File: src/rtl/burst_pkg.sv
// ============================================================================
//  Module : burst_pkg
//  Brief  : Shared state encoding and width helpers for the burst_drain block.
//  Rev    : 1.0  initial release
// ============================================================================
`default_nettype none

package burst_pkg;

    typedef enum logic [1:0] {
        IDLE  = 2'd0,
        FILL  = 2'd1,
        DRAIN = 2'd2
    } state_e;

    function automatic int idx_w(input int depth);
        return $clog2(depth);
    endfunction

    function automatic int lvl_w(input int depth);
        return $clog2(depth + 1);
    endfunction

    function automatic int sum_w(input int dw, input int depth);
        return dw + $clog2(depth);
    endfunction

    // Widths for the default DW=4, DEPTH=8 configuration
    localparam int IDX_W = idx_w(8);
    localparam int LVL_W = lvl_w(8);
    localparam int SUM_W = sum_w(4, 8);

endpackage : burst_pkg

`default_nettype wire

File: src/rtl/burst_mem.sv
// ============================================================================
//  Module : burst_mem
//  Brief  : DEPTH x DW register array, one synchronous write, one async read.
//  Rev    : 1.0  initial release
// ============================================================================
`default_nettype none

module burst_mem #(
    parameter int DW    = 4,
    parameter int DEPTH = 8
) (
    input  logic                     clk,
    input  logic                     we,
    input  logic [$clog2(DEPTH)-1:0] waddr,
    input  logic [DW-1:0]            wdata,
    input  logic [$clog2(DEPTH)-1:0] raddr,
    output logic [DW-1:0]            rdata
);

    // Contents are deliberately left out of reset
    logic [DW-1:0] mem_q [DEPTH];

    always_ff @(posedge clk) begin
        if (we) begin
            mem_q[waddr] <= wdata;
        end
    end

    assign rdata = mem_q[raddr];

endmodule : burst_mem

`default_nettype wire

File: src/rtl/burst_drain.sv
// ============================================================================
//  Module : burst_drain
//  Brief  : Collects DEPTH samples, then replays them in order on valid/ready.
//           Optional burst accumulator enabled by macro BURST_DRAIN_SUM_EN.
//  Rev    : 1.0  initial release
// ============================================================================
`default_nettype none

module burst_drain
    import burst_pkg::*;
#(
    parameter int DW    = 4,
    parameter int DEPTH = 8
) (
    input  logic                          clk,
    input  logic                          rst,
    input  logic                          en,
    input  logic                          in_valid,
    output logic                          in_ready,
    input  logic [DW-1:0]                 in_data,
    output logic                          out_valid,
    input  logic                          out_ready,
    output logic [DW-1:0]                 out_data,
    output logic                          out_last,
    output logic                          done,
    output logic [$clog2(DEPTH+1)-1:0]    fill_level,
    output logic [DW+$clog2(DEPTH)-1:0]   sum
);

    localparam int c_IDX_W = idx_w(DEPTH);
    localparam int c_LVL_W = lvl_w(DEPTH);
    localparam int c_SUM_W = sum_w(DW, DEPTH);

    localparam logic [c_IDX_W-1:0] c_LAST    = c_IDX_W'(DEPTH - 1);
    localparam logic [c_IDX_W-1:0] c_IDX_ONE = c_IDX_W'(1);
    localparam logic [c_LVL_W-1:0] c_LVL_ONE = c_LVL_W'(1);

    state_e               state_q, state_d;
    logic [c_IDX_W-1:0]   wr_idx_q, wr_idx_d;
    logic [c_IDX_W-1:0]   rd_idx_q, rd_idx_d;
    logic [c_LVL_W-1:0]   fill_q, fill_d;
    logic                 done_q, done_d;

    logic                 w_wr_fire;
    logic                 w_rd_fire;
    logic [DW-1:0]        w_rd_data;

    assign in_ready   = (state_q == FILL);
    assign out_valid  = (state_q == DRAIN);
    assign w_wr_fire  = in_valid && in_ready;
    assign w_rd_fire  = out_valid && out_ready;
    assign out_data   = out_valid ? w_rd_data : '0;
    assign out_last   = out_valid && (rd_idx_q == c_LAST);
    assign done       = done_q;
    assign fill_level = fill_q;

    burst_mem #(
        .DW    (DW),
        .DEPTH (DEPTH)
    ) u_mem (
        .clk   (clk),
        .we    (w_wr_fire),
        .waddr (wr_idx_q),
        .wdata (in_data),
        .raddr (rd_idx_q),
        .rdata (w_rd_data)
    );

    always_comb begin
        state_d  = state_q;
        wr_idx_d = wr_idx_q;
        rd_idx_d = rd_idx_q;
        fill_d   = fill_q;
        done_d   = 1'b0;
        case (state_q)
            IDLE: begin
                wr_idx_d = '0;
                rd_idx_d = '0;
                if (en) begin
                    state_d = FILL;
                end
            end
            FILL: begin
                if (w_wr_fire) begin
                    fill_d = fill_q + c_LVL_ONE;
                    if (wr_idx_q == c_LAST) begin
                        state_d = DRAIN;
                    end else begin
                        wr_idx_d = wr_idx_q + c_IDX_ONE;
                    end
                end
            end
            DRAIN: begin
                if (w_rd_fire) begin
                    fill_d = fill_q - c_LVL_ONE;
                    if (rd_idx_q == c_LAST) begin
                        state_d  = IDLE;
                        done_d   = 1'b1;
                        wr_idx_d = '0;
                        rd_idx_d = '0;
                    end else begin
                        rd_idx_d = rd_idx_q + c_IDX_ONE;
                    end
                end
            end
            default: begin
                state_d = IDLE;
            end
        endcase
    end

    always_ff @(posedge clk) begin
        if (rst) begin
            state_q  <= IDLE;
            wr_idx_q <= '0;
            rd_idx_q <= '0;
            fill_q   <= '0;
            done_q   <= 1'b0;
        end else begin
            state_q  <= state_d;
            wr_idx_q <= wr_idx_d;
            rd_idx_q <= rd_idx_d;
            fill_q   <= fill_d;
            done_q   <= done_d;
        end
    end

`ifdef BURST_DRAIN_SUM_EN
    logic [c_SUM_W-1:0] sum_q, sum_d;

    // Cleared on the arming cycle so the value survives through DRAIN and IDLE
    always_comb begin
        sum_d = sum_q;
        if ((state_q == IDLE) && en) begin
            sum_d = '0;
        end else if (w_wr_fire) begin
            sum_d = sum_q + c_SUM_W'(in_data);
        end
    end

    always_ff @(posedge clk) begin
        if (rst) begin
            sum_q <= '0;
        end else begin
            sum_q <= sum_d;
        end
    end

    assign sum = sum_q;
`else
    assign sum = '0;
`endif

endmodule : burst_drain

`default_nettype wire

File: config.mk
export PLATFORM = sky130hd
export DESIGN_NAME = burst_drain
export DESIGN_NICKNAME = d
export VERILOG_FILES = /design/src/rtl/burst_pkg.sv /design/src/rtl/burst_mem.sv /design/src/rtl/burst_drain.sv
export SDC_FILE = /design/constraint.sdc
export NUM_CORES = 1
export LEC_CHECK = 0
export ABC_AREA = 1
export ABC_CLOCK_PERIOD_IN_PS = 1900
export BUFFER_PORTS_ARGS = -buffer_cell sky130_fd_sc_hd__clkbuf_2
export CORE_ASPECT_RATIO = 0.5
export CORE_MARGIN = 4
export CORE_UTILIZATION = 40
export DETAILED_ROUTE_END_ITERATION = 7
export MAX_ROUTING_LAYER = met4
export PLACE_DENSITY = 0.59
export SLEW_MARGIN = 30
export SYNTH_ARGS = -nofsm -noshare
export SYNTH_HDL_FRONTEND = slang
export SYNTH_SLANG_ARGS = --single-unit
File: constraint.sdc
create_clock -name clk -period 1.9 [get_ports clk]
set_input_delay 0.19 -clock clk [delete_from_list [all_inputs] [get_ports clk]]
set_output_delay 0.19 -clock clk [all_outputs]
set_load 0.02 [all_outputs]
# After elaboration in Yosys (flattened, before gate mapping)
# Memory sizes are Yosys's and may differ from the RTL's. A register that Yosys moved wholly into a read port is not among the register bits.
# Index checks and enable logic that the tools add are counted.
dict set report totals {
  output_inout_bits 19
  rom_bits 0
  n_memories 1
  latch_bits 0
  in_bits 9
  ramBits 32
  register_bits 13
}
# memory words width rd rd_clocked_by_memory_dff write_ports line_no
set mem_list {}
lappend mem_list {u_mem.mem_q 8 4 1 1 1 burst_mem.sv:21} ;# logic [DW-1:0] mem_q [DEPTH];
dict set report classes {
  n_mul 0
  n_shift 0
  bitwise_logic 2
  n_lt_le_gt_ge 0
  n_addsub 4
  eq_ne 10
  muxes 23
  reduce_logical 12
  n_div 0
}
# cell count
set ops {}
lappend ops {{3-bit 2-to-1 mux} 8}
lappend ops {{4-bit 2-to-1 mux} 3}
lappend ops {{2-bit 2-to-1 mux} 5}
lappend ops {{5-bit AND reduction} 2}
lappend ops {{3-bit one-hot mux with 3 select lines} 1}
lappend ops {{2-bit by 1-bit inequality test with 1-bit output, second input constant} 4}
lappend ops {{4-bit one-hot mux with 2 select lines} 1}
lappend ops {{3-bit by 1-bit adder with 3-bit output, second input constant} 2}
lappend ops {{3-bit equality test, second input constant} 2}
lappend ops {{2-bit one-hot mux with 3 select lines} 1}
lappend ops {{3-bit one-hot mux with 2 select lines} 1}
lappend ops {{4-bit by 1-bit adder with 4-bit output, second input constant} 1}
lappend ops {{2-bit inequality test, second input constant} 2}
lappend ops {{2-bit nonzero test} 2}
lappend ops {{4-bit by 1-bit subtractor with 4-bit output, second input constant} 1}
lappend ops {{1-bit logical AND} 3}
lappend ops {{1-bit 2-to-1 mux} 3}
lappend ops {{3-bit AND reduction} 1}
lappend ops {{3-bit nonzero test} 1}
lappend ops {{3-bit OR reduction} 1}
lappend ops {{2-bit by 1-bit equality test with 1-bit output, second input constant} 1}
lappend ops {{2-bit equality test, second input constant} 1}
lappend ops {{2-bit zero test} 1}
lappend ops {{1-bit NOT} 2}
lappend ops {{2-bit AND reduction} 1}

# Depth between registers and ports, before layout
dict set report logic_depth {
  word_depth 6
  depth_mapped 10
}

# Cells and area by module
# From an unflattened synthesis, not the netlist that was laid out.
dict set report hier_totals {
  cells_unflattened 276
  hier_area_um2 2302.2
}
# module cells_per_inst area_per_inst_um2 instances seq_area_each_um2
set modules_own_cells {}
lappend modules_own_cells {burst_mem 156 1487.7 1 960.9}
lappend modules_own_cells {burst_drain 120 814.5 1 260.2}

# Worst setup path after synthesis
# No wires, ideal clock.
dict set report synth_timing {
  path_kind {register to register}
  start {register state_q[1]}
  end {memory u_mem.mem_q[7][0], enable pin}
  synth_period_minus_slack_ps 1529
  setup_time_ps 329
  path_slack_ps 371
  path_stages_with_launch 8
  n_path_buf 0
  arrival_time_ps 1199
  path_cell_list {dfxtp_1 -> inv_2 -> nand2_1 -> inv_1 -> nand2_1 -> inv_1 -> nand2_1 -> nor2_1}
}
dict set report synth_between {
  elab_chain_len 4
}
# item line_no
set synth_lines {}
lappend synth_lines {{start: declaration} burst_drain.sv:38} ;# state_e state_q, state_d;
lappend synth_lines {{start signal: assignment} burst_drain.sv:120} ;# state_q <= state_d;
lappend synth_lines {{2-bit by 1-bit equality test with 1-bit output} burst_drain.sv:48} ;# assign in_ready = (state_q == FILL);
lappend synth_lines {{net in_ready} burst_drain.sv:19} ;# output logic in_ready,
lappend synth_lines {{1-bit logical AND} burst_drain.sv:50} ;# assign w_wr_fire = in_valid && in_ready;
lappend synth_lines {{1-bit 2-to-1 mux} burst_mem.sv:24} ;# if (we) begin
lappend synth_lines {{1-bit 2-to-1 mux (implied by the code)} burst_mem.sv:25} ;# mem_q[waddr] <= wdata;
lappend synth_lines {{end: declaration} burst_mem.sv:21}
# The timed path passes the listed nets, and every way through them passes these cells.

==> impl_metrics.py <==
metrics = {
    "die": {
        "rows": 18,
        "die_area_sq_mm": 0.00666,
        "io_pins": 28,
        "coreArea_sq_mm": 0.00504,
        "initial_core_util": 0.425,
        "die_h_microns": 59.7,
        "die_w_microns": 111,
    },
    "synth": {
        "synth.top_cell.area_share": 0.449,
        "yosys_register_bits": 48,
        "async_flop_share": 0,
        "yosys-top-cells-count": "nor2_1, edfxtp_1, o21ai_0",
        "yosysMostFrequentCell": "nor2_1",
        "ys.flop_type": "edfxtp_1",
        "avgSynthCellArea_sq_um": 9.65,
        "syn_area_sq_mm": 0.00214,
        "synth.distinct_cells": 21,
        "synth_edf_count": 32,
        "synthTopCellsByArea": "edfxtp_1, dfxtp_1, nor2_1",
        "yosysSeqAreaShare": 0.598,
        "syn_inst": 222,
        "yosys_warnings": 0,
        "yosysTopAreaCell": "edfxtp_1",
    },
    "timing": {
        "hold_viol_final": 0,
        "post-route-min-period_ns": 1.81,
        "hold_ws_ns": 0.186,
        "fin_crit_sh": 0.951,
        "final_max_slew_viol_count": 0,
        "setup_violations": 0,
        "clock_skew_ns": 0.00442,
        "rsz0062_at_grt": "true",
        "setup-tns-final_ns": 0,
        "max_freq_mhz": 553,
    },
    "routing": {
        "routedWlPerCell_microns": 13.9,
        "vias": 1561,
        "drt_iter0_markers": 62,
        "ant_nets": 0,
        "routed_wirelength_mm": 4.41,
        "vias_per_cell": 4.91,
        "drcViolationCount": 0,
        "dr.pass1.iters": 4,
    },
    "global_route": {
        "top_usage_layer": "met2",
        "grt_pass1_wl_mm": 7.19,
        "grt_overflow_total": 0,
        "grt.total_usage": 0.144,
        "use_met1": 0.196,
        "met2_usage": 0.213,
        "grt_max_degree": 17,
        "use_met3": 0.0384,
        "antenna_found_initial": 0,
        "grt_pass1_vias": 1476,
    },
    "setup_path": {
        "arrival_ns": 1.62,
        "path_max_fanout": 10,
        "crit_top_cell": "nor2_1",
        "setup.worst_path.start_class": "flip-flop",
        "crit_required_ns": 1.71,
        "r2r-start": "state_q[1]",
        "slowest_delay_ns": 0.38,
        "reg2reg_to": "u_mem.mem_q[5][0]",
        "worst-path-buf-inv": 3,
        "cp-end-kind": "output port",
        "path_class": "flip-flop to output port",
        "rrSetupSlack_ns": 0.20,
        "crit_chain": "clkinvlp_4, buf_4, nor2_1, o32ai_2, nor2_1, nor2_1, clkbuf_2",
        "crit_family": "buffers and inverters",
        "slowest_stage": "dfxtp_2",
        "rr_worst_depth": 7,
    },
    "min_path": {
        "hold_path_end": "u_mem.mem_q[4][2]",
        "hp-class": "input port to flip-flop",
        "worstHoldPathCells": 1,
        "hold_start": "in_data[2]",
    },
    "job": {
        "maxCapViolCount": 0,
    },
    "place": {
        "dp_hpwl_mm": 3.30,
        "place_congestion": 0.823,
        "port_buffers": 20,
    },
    "final_layout": {
        "fillers": 481,
        "drive_above_1_share": 0.169,
        "syn2layout_area_growth_pct": 14.0,
        "antenna_cells": 0,
        "nets": 261,
    },
    "power_and_ir_drop": {
        "ir_drop_uv": 579,
        "p_leak_uw": 0.000980,
        "power.density_mw_per_mm2": 1280,
    },
    "clock_network": {
        "cts_buffers": 5,
        "ctsLongestPathBuffers": 2,
        "htree_levels": 2,
        "cts_tree": "built",
        "clkTransAtPathRegs_ns": 0.09,
        "clk_latency_ns": 0.30,
        "cts.sinks": 48,
        "cts-root-buf": "clkbuf_8",
    },
    "run_status": {
        "status": "finished clean",
    },
}
-- worst max path at each step --
| stage | slack, ns | cells after the start | end | start |
|---|---|---|---|---|
| after global placement | 0.30 | 7 | u_mem.mem_q[1][0] | state_q[1] |
| final | 0.09 | 7 | out_data[2] | flip-flop |
| after CTS | 0.03 | 6 | out_data[2] | flip-flop |
| after floorplan | 0.37 | 7 | u_mem.mem_q[7][0] | state_q[1] |
| after detailed placement | 0.23 | 7 | u_mem.mem_q[7][0] | state_q[1] |
| after global routing | -0.05 | 7 | out_data[2] | flip-flop |
-- metrics by stage --
step / setup slack (ns) / area, sq um / power [uW] / utilization / cells
floorplan: 0.371 / 2160 / 2080 / - / 228
global placement: 0.298 / 2280 / 2290 / 0.451 / 307
detailed placement: 0.230 / 2280 / 2310 / 0.451 / 307
CTS: 0.0272 / 2400 / 3080 / 0.475 / 315
global route: -0.0512 / 2440 / 3360 / 0.484 / 318
finish: 0.0930 / 2440 / 3120 / 0.484 / 318
-- worst reg2reg max path, delay by kind of cell (launching register included) --
family | cells | cell delay (ns)
buf+inv | 3 | 0.32
flops | 1 | 0.35
simple gates | 4 | 0.69
-- layer usage --
| metal | share of wire | wire length [microns] |
|---|---|---|
| met4 | 0.0075 | 33 |
| met5 | 0 | 0 |
| met2 | 0.43 | 1900 |
| met3 | 0.069 | 304 |
| met1 | 0.49 | 2170 |
-- layout by cell type, fill, tap and decap left out --
| cell | netlist | layout |
|---|---|---|
| nand2_2 | 3 | 3 |
| nor3_1 | 2 | 2 |
| bufinv_16 | 0 | 1 |
| dfxtp_2 | 0 | 2 |
| buf_6 | 1 | 1 |
| inv_2 | 1 | 1 |
| clkbuf_8 | 0 | 6 |
| a21oi_1 | 10 | 10 |
| edfxtp_1 | 32 | 32 |
| buf_2 | 3 | 1 |
| o32ai_1 | 4 | 3 |
| nand2_1 | 23 | 23 |
| xor2_1 | 2 | 2 |
| dfxtp_1 | 16 | 14 |
| clkbuf_2 | 0 | 18 |
| inv_1 | 22 | 21 |
| a211oi_1 | 5 | 5 |
| clkinvlp_4 | 0 | 1 |
| buf_4 | 8 | 5 |
| nor2_1 | 47 | 47 |
| conb_1 | 1 | 7 |
| o32ai_2 | 0 | 1 |
| nand3_1 | 6 | 6 |
| o21ai_0 | 29 | 28 |
| clkinv_4 | 0 | 1 |
| ha_1 | 5 | 5 |
| nor2_4 | 1 | 1 |
| o21ai_1 | 0 | 1 |
-- where the power goes --
group	leakage (uW)	switching [uW]	internal (uW)	total, uW
sequential	0.000420	111	1240	1350
combinational	0.000499	654	348	1000
clock	0.0000614	341	430	771
total	0.000980	1110	2010	3120
-- flip-flops by register name, summed over array words and instances, names as in the netlist, named ones only --
register and flops:
u_mem.mem_q 32, done 1, fill_level 4, rd_idx_q 3
wr_idx_q 3, state_q 2
-- logic make-up (layout without fill, tap and decap cells) --
group / Yosys count / in the layout / share of synthesized area
fa+ha+maj: 5 / 5 / 0.0292
flops: 48 / 48 / 0.598
other cells: 1 / 7 / 0.00175
simple gates: 82 / 82 / 0.155
compound gates: 48 / 48 / 0.125
buf+inv: 36 / 56 / 0.0824
xor+xnor: 2 / 2 / 0.00818
-- timing repair --
item	in CTS	in global routing
resized for setup	0	9
setup buffers	0	3
setup endpoints to repair	0	4
hold buffers	0	0
-- cell type report --
cell class	count	area, sq um	share of cell area
clock buffer	6	82.6	0.0338
clock inverter	2	38.8	0.0159
inverter	23	90.1	0.0369
multi-input combinational	144	714	0.293
sequential	48	1280	0.526
tap	70	87.6	0.0359
timing repair buffer	25	144	0.0589
Power figures use the tool's default switching activity.
